File: src/rtl/led_fade_pkg.sv
// Shared types and helpers for the breathing LED duty sequencer.
package led_fade_pkg;

    typedef enum logic [2:0] {
        StIdle     = 3'd0,
        StRampUp   = 3'd1,
        StHoldHigh = 3'd2,
        StRampDown = 3'd3,
        StHoldLow  = 3'd4
    } fade_state_e;

    // Largest duty code representable in duty_w bits.
    function automatic int unsigned duty_max(input int unsigned duty_w);
        return (32'd1 << duty_w) - 32'd1;
    endfunction

    // Counter width able to hold 0..n-1, never narrower than one bit.
    function automatic int unsigned cnt_width(input int unsigned n);
        return (n > 1) ? $clog2(n) : 1;
    endfunction

endpackage

File: src/rtl/fade_step_timer.sv
// Step prescaler: counts 0..STEP_CYCLES-1 while running and flags the last count.
module fade_step_timer
    import led_fade_pkg::*;
#(
    parameter int unsigned STEP_CYCLES = 1_000_000
) (
    input  logic clk,
    input  logic rst_n,
    input  logic run,
    input  logic clear,
    output logic tick
);

    localparam int unsigned     CntW    = cnt_width(STEP_CYCLES);
    localparam logic [CntW-1:0] CntLast = CntW'(STEP_CYCLES - 1);

    logic [CntW-1:0] cnt_q, cnt_d;

    assign tick = (cnt_q == CntLast);

    always_comb begin
        cnt_d = cnt_q;
        if (clear) begin
            cnt_d = '0;
        end else if (run) begin
            cnt_d = tick ? '0 : cnt_q + CntW'(1);
        end
    end

    always_ff @(posedge clk or negedge rst_n) begin
        if (!rst_n) begin
            cnt_q <= '0;
        end else begin
            cnt_q <= cnt_d;
        end
    end

endmodule

File: src/rtl/led_fade_sequencer.sv
// Breathing brightness generator: ramps duty up, holds, ramps down, holds, repeats.
module led_fade_sequencer
    import led_fade_pkg::*;
#(
    parameter int unsigned DUTY_W      = 4,
    parameter int unsigned STEP_CYCLES = 1_000_000,
    parameter int unsigned HOLD_STEPS  = 8
) (
    input  logic              clk,
    input  logic              rst_n,
    input  logic              en,
    input  logic              pause,
    output logic [DUTY_W-1:0] duty,
    output logic              step_tick,
    output logic              cycle_done,
    output logic [2:0]        state
);

    localparam logic [DUTY_W-1:0] DutyMax  = DUTY_W'(duty_max(DUTY_W));
    localparam int unsigned       HoldW    = cnt_width(HOLD_STEPS);
    localparam logic [HoldW-1:0]  HoldLast = HoldW'(HOLD_STEPS - 1);

    fade_state_e       state_q, state_d;
    logic [DUTY_W-1:0] duty_q, duty_d;
    logic [HoldW-1:0]  hold_q, hold_d;
    logic              step_tick_q, step_tick_d;
    logic              cycle_done_q, cycle_done_d;

    logic timer_run;
    logic timer_clear;
    logic timer_tick;

    assign timer_run   = en && !pause && (state_q != StIdle);
    assign timer_clear = !en || (state_q == StIdle);

    fade_step_timer #(
        .STEP_CYCLES (STEP_CYCLES)
    ) u_step_timer (
        .clk   (clk),
        .rst_n (rst_n),
        .run   (timer_run),
        .clear (timer_clear),
        .tick  (timer_tick)
    );

    // Priority: en low, then pause, then leaving IDLE, then the step tick.
    always_comb begin
        state_d      = state_q;
        duty_d       = duty_q;
        hold_d       = hold_q;
        step_tick_d  = 1'b0;
        cycle_done_d = 1'b0;

        if (!en) begin
            state_d = StIdle;
            duty_d  = '0;
            hold_d  = '0;
        end else if (pause) begin
            state_d = state_q;
        end else if (state_q == StIdle) begin
            state_d = StRampUp;
            duty_d  = '0;
            hold_d  = '0;
        end else if (timer_tick) begin
            step_tick_d = 1'b1;
            unique case (state_q)
                StRampUp: begin
                    if (duty_q >= DutyMax - DUTY_W'(1)) begin
                        duty_d  = DutyMax;
                        state_d = StHoldHigh;
                        hold_d  = '0;
                    end else begin
                        duty_d = duty_q + DUTY_W'(1);
                    end
                end
                StHoldHigh: begin
                    if (hold_q >= HoldLast) begin
                        state_d = StRampDown;
                        hold_d  = '0;
                    end else begin
                        hold_d = hold_q + HoldW'(1);
                    end
                end
                StRampDown: begin
                    if (duty_q <= DUTY_W'(1)) begin
                        duty_d  = '0;
                        state_d = StHoldLow;
                        hold_d  = '0;
                    end else begin
                        duty_d = duty_q - DUTY_W'(1);
                    end
                end
                StHoldLow: begin
                    if (hold_q >= HoldLast) begin
                        state_d      = StRampUp;
                        hold_d       = '0;
                        cycle_done_d = 1'b1;
                    end else begin
                        hold_d = hold_q + HoldW'(1);
                    end
                end
                default: begin
                    state_d     = StIdle;
                    duty_d      = '0;
                    hold_d      = '0;
                    step_tick_d = 1'b0;
                end
            endcase
        end
    end

    always_ff @(posedge clk or negedge rst_n) begin
        if (!rst_n) begin
            state_q      <= StIdle;
            duty_q       <= '0;
            hold_q       <= '0;
            step_tick_q  <= 1'b0;
            cycle_done_q <= 1'b0;
        end else begin
            state_q      <= state_d;
            duty_q       <= duty_d;
            hold_q       <= hold_d;
            step_tick_q  <= step_tick_d;
            cycle_done_q <= cycle_done_d;
        end
    end

    assign duty       = duty_q;
    assign step_tick  = step_tick_q;
    assign cycle_done = cycle_done_q;
    assign state      = state_q;

endmodule

File: config.mk
export PLATFORM = sky130hd
export DESIGN_NAME = led_fade_sequencer
export DESIGN_NICKNAME = d
export VERILOG_FILES = /design/src/rtl/led_fade_pkg.sv /design/src/rtl/fade_step_timer.sv /design/src/rtl/led_fade_sequencer.sv
export SDC_FILE = /design/constraint.sdc
export NUM_CORES = 1
export LEC_CHECK = 0
export BUFFER_PORTS_ARGS = -buffer_cell sky130_fd_sc_hd__buf_2
export CORE_ASPECT_RATIO = 1.1
export CORE_MARGIN = 2
export CORE_UTILIZATION = 32
export CTS_CLUSTER_DIAMETER = 120
export DETAILED_ROUTE_END_ITERATION = 6
export PLACE_DENSITY = 0.47
export SETUP_SLACK_MARGIN = 0.3
export SYNTH_ARGS = -nofsm -noshare
export SYNTH_HDL_FRONTEND = slang
export SYNTH_SLANG_ARGS = --single-unit
File: constraint.sdc
create_clock -name clk -period 4.5 [get_ports clk]
set_input_delay 0.225 -clock clk [delete_from_list [all_inputs] [get_ports clk]]
set_output_delay 0.225 -clock clk [all_outputs]
set_load 0.05 [all_outputs]
# Yosys cells after proc, flatten, opt, wreduce, memory -nomap -nowiden
# Index checks and enable logic that the tools add are counted.
# word_totals
out_inout_bits,9
word_cells,76
inputBits,4
register_bits,32
# op_classes
addsub,4
n_eq_ne,12
magnitude_cmp,3
reduce_logical,13
muxes,38
# ops
op,count
$mux 20,3
$mux 3,15
$mux 4,6
$add 20x1->20 const B,1
$eq 20x20->1 const B,1
$ne 4x4->1 const B,4
$pmux 3 s4,1
$pmux 4 s3,1
$mux 1,11
$pmux 3 s3,1
$eq 3x2->1 const B,2
$reduce_and 6->1,1
$add 4x1->4 const B,1
$ge 4x4->1 const B,1
$le 4x1->1 const B,1
$reduce_and 4->1,1
$reduce_or 4->1,1
$sub 4x1->4 const B,1
$add 3x1->3 const B,1
$eq 3x1->1 const B,1
$eq 3x3->1 const B,1
$ge 3x3->1 const B,1
$logic_not 3->1,1
$ne 3x1->1 const B,1
9 further kinds,11

# Logic depth before layout (Yosys ltp)
# logic_depth
depth_word,7
depth_mapped,7

# Modules after synthesis
# Synthesis repeated with hierarchy kept, for this count alone.
# unflattened
cells_unflattened,215
area_unflattened_um2,2039.5
# by_module_without_submodules
mod,area_each_um2,seq_area_each_um2,n_inst,cells_each
fade_step_timer,1087.3,500.5,1,116
led_fade_sequencer,952.2,300.3,1,99

# Least setup slack after synthesis
# No wires, ideal clock.
# synth_path
path_type,reg2reg
startpoint,"register duty_q[0], in the netlist duty[0]"
endpoint,register hold_q[0]
arrival_ps,2190
t_required_ps,4375
period_less_slack_ps,2315
stages_incl_launch_ff,8
path_slack_ps,2185
path_buffers,0
cell_sequence,dfrtp_1 > inv_1 > ha_1 > o211ai_1 > nor2_1 > o31ai_1 > nor2_1 > mux2_2
# synth_via
elab_chain_len,3
# synth_lines
item,line,source
start: declaration,led_fade_sequencer.sv:24,"logic [DUTY_W-1:0] duty_q, duty_d;"
start signal: assignment,led_fade_sequencer.sv:121,duty_q <= duty_d;
$le 4x1->1 / $ge 4x4->1 (equally long branches),"led_fade_sequencer.sv:85, led_fade_sequencer.sv:68",
$ne 4x4->1 (no source line),-,
$reduce_and 4->1 (no source line) *,-,
end signal: assignment,led_fade_sequencer.sv:122,hold_q <= hold_d;
end: declaration,led_fade_sequencer.sv:25,"logic [HoldW-1:0] hold_q, hold_d;"
# Mark *: on every way between the ends. The rest lies on a longest branch, timed or not.
# A chain may end at the register's enable or synchronous reset.

# Worst setup path in the final report
# layout_path
startpoint,register u_step_timer.cnt_q[0]
endpoint,"register duty_q[3], in the netlist duty[3]"
# layout_via
elab_chain_len,3
# layout_lines
item,line,source
start: declaration,fade_step_timer.sv:17,"logic [CntW-1:0] cnt_q, cnt_d;"
start signal: assignment,fade_step_timer.sv:34,cnt_q <= cnt_d;
$eq 20x20->1,fade_step_timer.sv:19,assign tick = (cnt_q == CntLast);
$ne 3x1->1 (no source line),-,
$reduce_and 3->1 (no source line),-,
# Every way passes these cells.

==> flow_summary.yaml <==
clock_tree:
  path_clk_slew_ps: 70
  ctsHtreeMaxLevel: 2
  postCtsHoldBufs: 0
  cts_buffers: 5
  postCtsSetupBuffers: 0
  clk_latency_ps: 280
  cts_tree: "built"
  clockRootBuffer: "clkbuf_8"
  clock_path_buffers: 2
  clkSinkCount: 32
  cts_resized: 0
power:
  p_sw_share_pct: 32.82
  seqPwrFrac_pct: 41.8
  p_switching_mw: 0.2488
  p_int_mw: 0.5093
  powerDensity_nw_per_um2: 368.1
  pwr-share-clk_pct: 35.9
  p_leak_nw: 0.9011
  vdd_drop_max_uv: 270.6
  pwr-share-comb_pct: 22.3
  fin_total_pwr_mw: 0.7581
sta:
  timing.slew.headroom_pct: 44.77
  fin_crit_ps: 2426
  final-max-slew-violation-count: 0
  whs_ps: -3.620
  timing.fmax_mhz: 412.2
  clock_skew_ps: 5.859
  rsz0062_at_grt: "false"
  setup_tns_ps: 0
  tightestPinTransition_ps: 822.2
  setup_viol: 0
  fin_crit_sh_pct: 53.91
  hold_viol: 3
routing:
  wire_per_inst_um: 13.49
  via_per_inst: 5.162
  dr.pass1.iters: 4
  drc: 0
  dr.first_iter.drc_count: 68
  drt_wl_total_mm: 3.832
  vias: 1466
  antenna_left: 0
floorplanning:
  start_util_pct: 33.47
  num_rows: 28
  die_h_um: 83.30
  design.die.area_um2: 6338
  core_um2: 5465
  ios: 13
  die_w_um: 76.09
synth:
  synth_fp_nets: 206
  async_reset_ff_share_pct: 100.0
  synth-edff-count: 0
  synth_top_area_cell: "dfrtp_1"
  synthCells: 195
  yosysWarnings: 0
  synth_ff_type: "dfrtp_1"
  synth.area.top_cells: "dfrtp_1 (44%), nor2_1 (6.4%), xor2_1 (6.2%), ha_1 (4.8%), nand3_1 (3.8%)"
  netlist_area_um2: 1829
  ys_seq_elements: 32
  syn_avg_cell_area_um2: 9.381
  yosysTopAreaCellShare_pct: 43.78
  ys_types: 41
  synth_seq_area_share_pct: 43.78
global_routing:
  gr-usage-met2_pct: 22.00
  grtUsageMet3_pct: 3.370
  met1_usage_pct: 16.07
  overflow: 0
  antenna_found_initial: 0
  grt_pass1_wl_mm: 6.762
  grt_max_degree: 33
  grt_pass1_vias: 1480
  grt-busiest-layer: "met2"
  track_usage_pct: 13.23
critical_path:
  crit_arrival_ps: 2590
  slowest_stage: "or4_4"
  crit_type: "reg2reg"
  crit_chain: "ha_1, nand3_1, or4_4, o21ba_2, nor2_1, mux2_2"
  start_kind: "flip-flop"
  critPathRequiredTime_ps: 4670
  cp.buffers_inverters: 0
  max_stage_delay_ps: 570
  crit_family: "simple AND/OR/NAND/NOR gates"
  endpoint_kind: "flip-flop"
  path_max_fanout: 14
worst_hold_path:
  hold_class: "in2async"
run:
  cap_violations: 0
finish:
  multi_input_area_um2: 974.7
  fin_util_pct: 37.68
  fin_nets: 219
  finalInstanceArea_um2: 2059
  regArea_um2: 800.8
  area_growth_pct: 12.59
  diodes: 0
  fill_cells: 576
  finalNonFillerCells: 284
  drive_above_1_share_pct: 12.44
placement:
  portBuffers: 12
  placedCellCount: 276
  dp_hpwl_mm: 2.770
  gp_congestion: 0.8254
  dpl-instance-area_um2: 1952
run_status:
  violations: "hold timing"
  status: "finished with violations"
==> cell type report <==
type / instances / share of cell area, %
inverter: 6 / 1.094
tap: 75 / 4.556
clock buffer: 6 / 3.524
multi-input combinational: 151 / 47.33
timing repair buffer: 12 / 2.916
sequential: 32 / 38.88
clock inverter: 2 / 1.701
==> power by group through the flow <==
stage	clock network, mW	logic, mW	registers [mW]
6_report	0.272	0.169	0.317
5_1_grt	0.294	0.190	0.319
4_1_cts	0.282	0.171	0.316
3_5_place_dp	0	0.170	0.322
3_3_place_gp	0	0.168	0.321
2_1_floorplan	0	0.105	0.347
==> kinds of logic after synthesis <==
logic type / Yosys count / synth area share, %
adders and majority gates: 7 / 4.788
and+or+nand+nor: 85 / 22.98
AOI/OAI and AO/OA: 34 / 12.93
DFF: 32 / 43.78
buffers and inverters: 12 / 2.941
xor gates and xnor gates: 19 / 9.097
muxes: 6 / 3.488
==> flip-flops by register name, summed over array words and instances, names as in the netlist <==
register	count
cycle_done	1
duty	4
state	3
step_tick	1
u_step_timer.cnt_q	20
hold_q	3
==> cell usage after synthesis (2+ instances only) <==
cell type   n
a21oi_1     4
and3_1      4
clkbuf_1    4
dfrtp_1    32
ha_1        7
inv_1       6
mux2_2      3
mux2i_1     3
nand2_1    12
nand3_1    14
nand4_1     4
nand4b_1    2
nor2_1     31
nor2b_1     2
nor3_1      6
nor4_1      3
o211ai_1    2
o21ai_0    11
o31ai_1     4
o41ai_1     3
xnor2_1     6
xor2_1     13
==> metrics by stage <==
stage | hold slack, ps | setup WS [ps]
5_1_grt | 56.08 | 1880
6_report | -3.620 | 2074
3_5_place_dp | 332.0 | 2074
4_1_cts | 20.05 | 2059
2_1_floorplan | -70.59 | 2185
3_3_place_gp | 323.4 | 2121
==> routing by layer <==
layer	routed length (µm)	share of wire (%)
met1	1827	48
met2	1859	49
met3	91	2.4
met4	54	1.4
met5	0	0
==> placed cells by master (no fill, tap or decap), types with 3 or more instances in the layout <==
master,netlist,routed
a21oi_1,4,4
and3_1,4,4
buf_2,1,12
clkbuf_8,0,5
dfrtp_1,32,32
ha_1,7,7
inv_1,6,6
mux2_2,3,3
mux2i_1,3,3
nand2_1,12,12
nand3_1,14,14
nand4_1,4,4
nor2_1,31,31
nor3_1,6,6
nor4_1,3,3
o21ai_0,11,11
o31ai_1,4,4
o41ai_1,3,3
xnor2_1,6,6
xor2_1,13,13
==> path summary, 6_finish.rpt <==
path | endpoint | cells past startpoint | slack, ps | from
setup / recovery | duty[3]$_DFFE_PN0P_ | 6 | 2070 | u_step_timer.cnt_q[0]$_DFFE_PN0P_
hold / removal | u_step_timer.cnt_q[3]$_DFFE_PN0P_ | 1 | -4 | rst_n
setup reg to reg | duty[3]$_DFFE_PN0P_ | 6 | 2070 | u_step_timer.cnt_q[0]$_DFFE_PN0P_
hold reg to reg | u_step_timer.cnt_q[1]$_DFFE_PN0P_ | 2 | 520 | u_step_timer.cnt_q[1]$_DFFE_PN0P_
max in group asynchronous | u_step_timer.cnt_q[18]$_DFFE_PN0P_ | 1 | 4040 | rst_n
min in group clk | step_tick$_DFF_PN0_ | 2 | 280 | en
Power figures use the tool's default switching activity.
